**src/rtl/ascon_collector_pkg.sv**
```systemverilog
`default_nettype none
// ============================================================================
// Module   : ascon_collector_pkg
// Purpose  : Shared types and constants for the ASCON cipher collector.
//            Holds the collector FSM state encoding, default message size,
//            tag length and the byte-index width used by the streamer.
// Revision : 1.0 - initial release
// ============================================================================
package ascon_collector_pkg;

  localparam int N_WORDS_DEFAULT = 23;   // 64-bit cipher words per message
  localparam int TAG_BYTES       = 16;   // 128-bit ASCON tag
  localparam int BYTE_CNT_W      = 8;    // byte index width for the streamer
  localparam int WORD_CNT_W      = 5;    // captured-word counter width

  typedef enum logic [2:0] {
    ST_IDLE     = 3'd0,
    ST_COLLECT  = 3'd1,
    ST_WAIT_TAG = 3'd2,
    ST_STREAM   = 3'd3,
    ST_DONE     = 3'd4
  } state_t;

  // Total number of bytes streamed for a message of n_words cipher words.
  function automatic int stream_bytes(input int n_words);
    return 8 * n_words + TAG_BYTES;
  endfunction

endpackage
`default_nettype wire

```
**src/rtl/ascon_cipher_collector_counter.sv**
```systemverilog
`default_nettype none
// ============================================================================
// Module   : compteur_Nbits
// Purpose  : Generic N-bit up counter with synchronous clear (init_i) and
//            count enable (enable_i). init_i has priority over enable_i.
//            Asynchronous active-high reset.
// Revision : 1.0 - initial release
// ============================================================================
module compteur_Nbits #(
  parameter int N_bits = 4
) (
  input  logic              clock_i,
  input  logic              reset_i,
  input  logic              init_i,
  input  logic              enable_i,
  output logic [N_bits-1:0] count_o
);

  logic [N_bits-1:0] count_q, count_d;

  // Next count: clear wins over increment, otherwise hold.
  always_comb begin
    count_d = count_q;
    if (init_i) begin
      count_d = '0;
    end else if (enable_i) begin
      count_d = count_q + 1'b1;
    end
  end

  // Count register.
  always_ff @(posedge clock_i or posedge reset_i) begin
    if (reset_i) begin
      count_q <= '0;
    end else begin
      count_q <= count_d;
    end
  end

  assign count_o = count_q;

endmodule
`default_nettype wire

```
**src/rtl/ascon_cipher_collector.sv**
```systemverilog
`default_nettype none
// ============================================================================
// Module   : ascon_cipher_collector
// Purpose  : Collects N_WORDS 64-bit cipher words and a 128-bit tag from an
//            ASCON core into a packed buffer. Optionally streams the message
//            out byte by byte over a valid/ready port.
// Config   : COLLECTOR_STREAM_EN - when defined, compiles in the STREAM state,
//            the byte index counter and the byte port. When undefined the
//            byte port is tied to zero and the tag moves the FSM to DONE.
// Revision : 1.0 - initial release
// ============================================================================
module ascon_cipher_collector
  import ascon_collector_pkg::*;
#(
  parameter int N_WORDS = N_WORDS_DEFAULT   // must stay below 32 (5-bit count)
) (
  input  logic                    clock_i,
  input  logic                    reset_i,
  input  logic                    start_i,
  input  logic [63:0]             cipher_i,
  input  logic                    cipher_valid_i,
  input  logic [127:0]            tag_i,
  input  logic                    end_tag_i,
  input  logic                    byte_ready_i,
  output logic [64*N_WORDS-1:0]   cipher_o,
  output logic [127:0]            tag_o,
  output logic [WORD_CNT_W-1:0]   word_count_o,
  output logic [7:0]              byte_o,
  output logic                    byte_valid_o,
  output logic                    done_o,
  output logic                    overflow_o
);

  localparam logic [WORD_CNT_W-1:0] LAST_WORD  = WORD_CNT_W'(N_WORDS - 1);
  localparam logic [WORD_CNT_W-1:0] FULL_COUNT = WORD_CNT_W'(N_WORDS);

  // Where the FSM goes once the tag has been captured.
`ifdef COLLECTOR_STREAM_EN
  localparam state_t TAG_EXIT_ST = ST_STREAM;
`else
  localparam state_t TAG_EXIT_ST = ST_DONE;
`endif

  state_t                   state_q, state_d;
  logic [N_WORDS-1:0][63:0] cipher_q, cipher_d;
  logic [127:0]             tag_q, tag_d;
  logic                     overflow_q, overflow_d;
  logic [WORD_CNT_W-1:0]    word_count;
  logic                     cnt_init, cnt_en;
  logic                     w_word_take, w_tag_take, w_last_hs;

  // A word is accepted only while collecting and while a slot is free;
  // the count can never run past N_WORDS, so it never wraps.
  assign w_word_take = (state_q == ST_COLLECT) && cipher_valid_i &&
                       (word_count < FULL_COUNT);
  assign w_tag_take  = end_tag_i &&
                       ((state_q == ST_COLLECT) || (state_q == ST_WAIT_TAG));

  // Word counter: cleared by start_i, stepped on each accepted word.
  compteur_Nbits #(
    .N_bits (WORD_CNT_W)
  ) u_word_cnt (
    .clock_i  (clock_i),
    .reset_i  (reset_i),
    .init_i   (cnt_init),
    .enable_i (cnt_en),
    .count_o  (word_count)
  );

  // Collector next-state: start/abort, word and tag capture, overflow flag.
  always_comb begin
    state_d    = state_q;
    cipher_d   = cipher_q;
    tag_d      = tag_q;
    overflow_d = overflow_q;
    cnt_init   = 1'b0;
    cnt_en     = 1'b0;

    if (start_i) begin
      // Start from any state arms a fresh message and drops the old one.
      cipher_d   = '0;
      tag_d      = '0;
      overflow_d = 1'b0;
      cnt_init   = 1'b1;
      state_d    = ST_COLLECT;
    end else begin
      // Words arriving after collection has ended are discarded but flagged.
      if (cipher_valid_i && (state_q != ST_IDLE) && (state_q != ST_COLLECT)) begin
        overflow_d = 1'b1;
      end

      if (w_word_take) begin
        cipher_d[word_count] = cipher_i;
        cnt_en               = 1'b1;
        if (word_count == LAST_WORD) begin
          state_d = ST_WAIT_TAG;
        end
      end

      // The tag closes the message, even a short one still in COLLECT.
      // Evaluated after the word so a same-cycle word is still kept.
      if (w_tag_take) begin
        tag_d   = tag_i;
        state_d = TAG_EXIT_ST;
      end

      if ((state_q == ST_STREAM) && w_last_hs) begin
        state_d = ST_DONE;
      end
    end
  end

  // Collector state and buffers.
  always_ff @(posedge clock_i or posedge reset_i) begin
    if (reset_i) begin
      state_q    <= ST_IDLE;
      cipher_q   <= '0;
      tag_q      <= '0;
      overflow_q <= 1'b0;
    end else begin
      state_q    <= state_d;
      cipher_q   <= cipher_d;
      tag_q      <= tag_d;
      overflow_q <= overflow_d;
    end
  end

`ifdef COLLECTOR_STREAM_EN
  localparam int STREAM_W = 64 * N_WORDS + 8 * TAG_BYTES;
  localparam logic [BYTE_CNT_W-1:0] LAST_BYTE =
    BYTE_CNT_W'(stream_bytes(N_WORDS) - 1);

  logic [BYTE_CNT_W-1:0] byte_idx_q, byte_idx_d, w_next_idx;
  logic [7:0]            byte_q, byte_d;
  logic                  byte_valid_q, byte_valid_d;
  logic [STREAM_W-1:0]   w_stream;

  // Cipher words sit below the tag, so byte i of the stream is simply
  // bits [8i+7:8i] of this concatenation.
  assign w_stream   = {tag_q, cipher_q};
  assign w_next_idx = byte_idx_q + 1'b1;
  assign w_last_hs  = (state_q == ST_STREAM) && byte_valid_q && byte_ready_i &&
                      (byte_idx_q == LAST_BYTE);

  // Byte streamer: first STREAM cycle loads byte 0, each handshake
  // advances, and the byte is held unchanged while the sink stalls.
  always_comb begin
    byte_idx_d   = byte_idx_q;
    byte_d       = byte_q;
    byte_valid_d = byte_valid_q;

    if (start_i) begin
      byte_idx_d   = '0;
      byte_d       = '0;
      byte_valid_d = 1'b0;
    end else if (state_q == ST_STREAM) begin
      if (!byte_valid_q) begin
        byte_valid_d = 1'b1;
        byte_d       = w_stream[{byte_idx_q, 3'b000} +: 8];
      end else if (byte_ready_i) begin
        if (byte_idx_q == LAST_BYTE) begin
          byte_valid_d = 1'b0;
        end else begin
          byte_idx_d = w_next_idx;
          byte_d     = w_stream[{w_next_idx, 3'b000} +: 8];
        end
      end
    end
  end

  // Streamer registers; reset drops byte_valid_o asynchronously.
  always_ff @(posedge clock_i or posedge reset_i) begin
    if (reset_i) begin
      byte_idx_q   <= '0;
      byte_q       <= '0;
      byte_valid_q <= 1'b0;
    end else begin
      byte_idx_q   <= byte_idx_d;
      byte_q       <= byte_d;
      byte_valid_q <= byte_valid_d;
    end
  end

  assign byte_o       = byte_q;
  assign byte_valid_o = byte_valid_q;
`else
  // No streamer: the byte port is inert and the sink's ready is ignored.
  logic unused_byte_ready;
  assign unused_byte_ready = byte_ready_i;
  assign w_last_hs         = 1'b0;
  assign byte_o            = '0;
  assign byte_valid_o      = 1'b0;
`endif

  assign cipher_o     = cipher_q;
  assign tag_o        = tag_q;
  assign word_count_o = word_count;
  assign overflow_o   = overflow_q;
  assign done_o       = (state_q == ST_DONE);

endmodule
`default_nettype wire

```
**config.mk**
```make
export PLATFORM = sky130hd
export DESIGN_NAME = ascon_cipher_collector
export DESIGN_NICKNAME = d
export VERILOG_FILES = /design/src/rtl/ascon_collector_pkg.sv /design/src/rtl/ascon_cipher_collector_counter.sv /design/src/rtl/ascon_cipher_collector.sv
export SDC_FILE = /design/constraint.sdc
export NUM_CORES = 2
export LEC_CHECK = 0
export ABC_CLOCK_PERIOD_IN_PS = 156500
export CAP_MARGIN = 20
export CORE_AREA = 2 2 705 707
export CTS_CLUSTER_DIAMETER = 200
export DETAILED_ROUTE_END_ITERATION = 8
export DIE_AREA = 0 0 707 709
export PLACE_DENSITY = 0.31
export SETUP_SLACK_MARGIN = 0.4
export SYNTH_ARGS = -nofsm -noshare
export SYNTH_HDL_FRONTEND = slang
export SYNTH_SLANG_ARGS = --single-unit
```
**constraint.sdc**
```tcl
create_clock -name clock_i -period 156.5 [get_ports clock_i]
set_clock_uncertainty 0.2 [all_clocks]
set_input_delay 15.65 -clock clock_i [delete_from_list [all_inputs] [get_ports clock_i]]
set_output_delay 15.65 -clock clock_i [all_outputs]
set_load 0.05 [all_outputs]
```
==> flow_summary.yaml <==
clock_network:
  clk_latency_ns: 0.90
  post_cts_buffers: 0
  cts_tree: "done"
  cts_hold_buffers: 0
  ctsHtreeMaxLevel: 4
  numCtsBuffers: 218
  clock_sinks: 1609
  root_buffer: "clkbuf_16"
  cts_resized: 0
  clock_path_buffers: 4
  path_clk_slew_ns: 0.05
route:
  viasPerCell: 4.30
  wl_per_cell_microns: 33.9
  drt_first_iter_violations: 5926
  drc: 0
  drt_wl_total_mm: 509
  drt_pass1_iterations: 6
  dr_total_vias: 64542
  postRouteAntennaNets: 0
pwr:
  leakagePower_nw: 40.2
  p_per_area_nw_per_um2: 10.5
  peakVddDrop_mv: 0.00913
  p_total_mw: 1.05
timing:
  slew_headroom: 0.199
  fin_crit_ns: 20.74
  worst_slack_ns: 135.76
  rsz0062_at_grt: "no"
  setup_tns_ns: 0
  hold_viol_final: 0
  finalSetupViolations: 0
  fin_crit_sh: 0.133
  whs_ns: 0.286
  max_slew.worst_pin.slew_ns: 1.20
  max_freq_ghz: 0.0482
  slew_violations: 0
layout:
  instances_no_fill: 15006
  area_delta_synth_final_pct: 46.1
  post-route-util: 0.203
  multiInputGateArea_sq_um: 24900
  seq_area_sq_um: 40300
  drive_gt1_frac: 0.0767
  fill_cells: 53827
  fin_area_sq_um: 99900
  final_nets: 8517
synthesis:
  async_reset_ff_frac: 1.00
  ys_seq_elements: 1609
  synth_ff_type: "dfrtp_1"
  synth_warnings: 0
  ys_types: 54
  syn_avg_cell_area_sq_um: 9.84
  synth_edf_count: 0
  syn-instance-count: 6950
  syn_area_sq_um: 68400
  synth-seq-area-share: 0.589
global_route:
  grt_max_degree: 187
  grt_pass1_vias: 63550
  grt.overflow.total: 0
  grt_pass1_wl_mm: 660
  grtUsageTotal: 0.194
  antenna_found_initial: 122
floorplanning:
  pin_count: 1814
  start_util: 0.139
  placementRows: 258
  design.core.area_sq_um: 493000
  die_x_microns: 707
  die_h_microns: 709
  die-area_sq_um: 501000
critical_path:
  crit_required_ns: 157.02
  critPathMaxFanout: 131
  critPathLaunchType: "input port"
  critical_path.endpoint_type: "register"
  arrival_ns: 21.26
  critPathKind: "in -> reg"
placement:
  dp.final_hpwl_mm: 350
  dp_cells: 14592
  place_area_sq_um: 92800
  gp_congestion: 0.979
  pre_cts_ws_ns: 134.91
  port_buffers: 1803
run:
  drv_cap: 0
worst_hold_path:
  hold_path.class: "reg -> reg"
status:
  outcome: "completed"
[kinds of logic after synthesis]
logic type	Yosys count	synth area share
xor+xnor	2	0.000256
fa+ha+maj	4	0.000732
buf+inv	887	0.0547
flops	1609	0.589
simple gates	1702	0.119
other cells	1	0.0000548
compound gates	2304	0.172
mux	441	0.0646
[registers in the layout, indices dropped and copies added (netlist names)]
name and cells:
overflow_o 1, cipher_o 1472, tag_o 128, u_word_cnt.count_o 5
state_q 3
[where the power goes]
| part | internal [mW] | total, mW | leakage (nW) | switching (mW) |
|---|---|---|---|---|
| combinational | 0.0194 | 0.116 | 14.4 | 0.0968 |
| clock | 0.295 | 0.510 | 3.49 | 0.215 |
| sequential | 0.420 | 0.424 | 22.4 | 0.00391 |
[path summary, 6_finish.rpt]
path	from	to	slack, ns	cells past startpoint
max	start_i	cipher_o[84]	135.76	9
min	cipher_o[1021]	cipher_o[1021]	0.29	1
min in group asynchronous	reset_i	cipher_o[708]	15.00	2
max reg2reg	state_q[1]	cipher_o[981]	150.72	8
min reg2reg	cipher_o[1021]	cipher_o[1021]	0.29	1
max in group asynchronous	reset_i	cipher_o[1398]	136.08	8
[worst max-delay path, stage by stage]
cell and delay, ns:
buf_8 0.19, buf_4 0.59, buf_4 0.78, buf_4 0.77, buf_12 0.61, buf_4 0.72
buf_4 0.58, buf_4 0.82, a21oi_1 0.11
[Yosys cell counts, drive strengths merged, types with 2 or more instances]
master / n / area [sq um]
ha: 4 / 50.1
nor4b: 3 / 62.6
nor4bb: 9 / 90.1
a32o: 5 / 50.1
a2111o: 2 / 22.5
o2bb2ai: 40 / 350
o21ai: 1110 / 5560
clkbuf: 625 / 2350
a21oi: 1123 / 5620
buf: 249 / 1340
nand2b: 3 / 18.8
a31o: 2 / 17.5
or4b: 3 / 30.0
and4b: 4 / 40.0
nor2b: 12 / 75.1
o32ai: 7 / 61.3
nor2: 7 / 26.3
inv: 12 / 45.0
nand4bb: 10 / 113
mux2: 2 / 22.5
o31ai: 2 / 15.0
mux2i: 439 / 4390
nor3b: 3 / 22.5
nand4b: 4 / 35.0
dfrtp: 1609 / 40300
nand3: 1118 / 5600
and3: 2 / 12.5
o211ai: 8 / 60.1
nand2: 516 / 1940
[layout by cell type, fill, tap and decap left out, drive strengths merged, types with 5 or more instances in the layout]
cell type      Yosys  final
bufinv             0      8
dfrtp           1609   1609
clkdlybuf4s50      0   1739
inv               12     17
a21oi           1123   1123
nand4bb           10     10
nand3           1118   1118
conb               1      9
buf              249    272
o211ai             8      8
a32o               5      5
nor2               7      7
nor2b             12     12
mux2i            439    439
o21ai           1110   1110
nand2            516    516
nor4bb             9      9
clkbuf           625    333
o32ai              7      7
diode              0     21
clkinv             1     43
o2bb2ai           40     40
[area by class of cell]
type | count | area share
flip-flops and latches | 1609 | 0.403
multi-input cells | 4462 | 0.249
repair buffers | 2011 | 0.195
well taps | 6500 | 0.0814
clock buffers | 333 | 0.0645
clock inverters | 57 | 0.00626
inverters | 13 | 0.000639
diodes | 21 | 0.000526
[per-layer routing]
| layer | wire (microns) | track usage | vias to the layer above | share of wire |
|---|---|---|---|---|
| met5 | 134 | 0 | - | 0.00026 |
| met1 | 204000 | 0.236 | 33705 | 0.40 |
| met3 | 46900 | 0.0677 | 651 | 0.092 |
| met4 | 17500 | 0.0593 | 20 | 0.034 |
| li1 | - | - | 27158 | - |
| met2 | 241000 | 0.320 | 3008 | 0.47 |
Power figures use the tool's default switching activity.
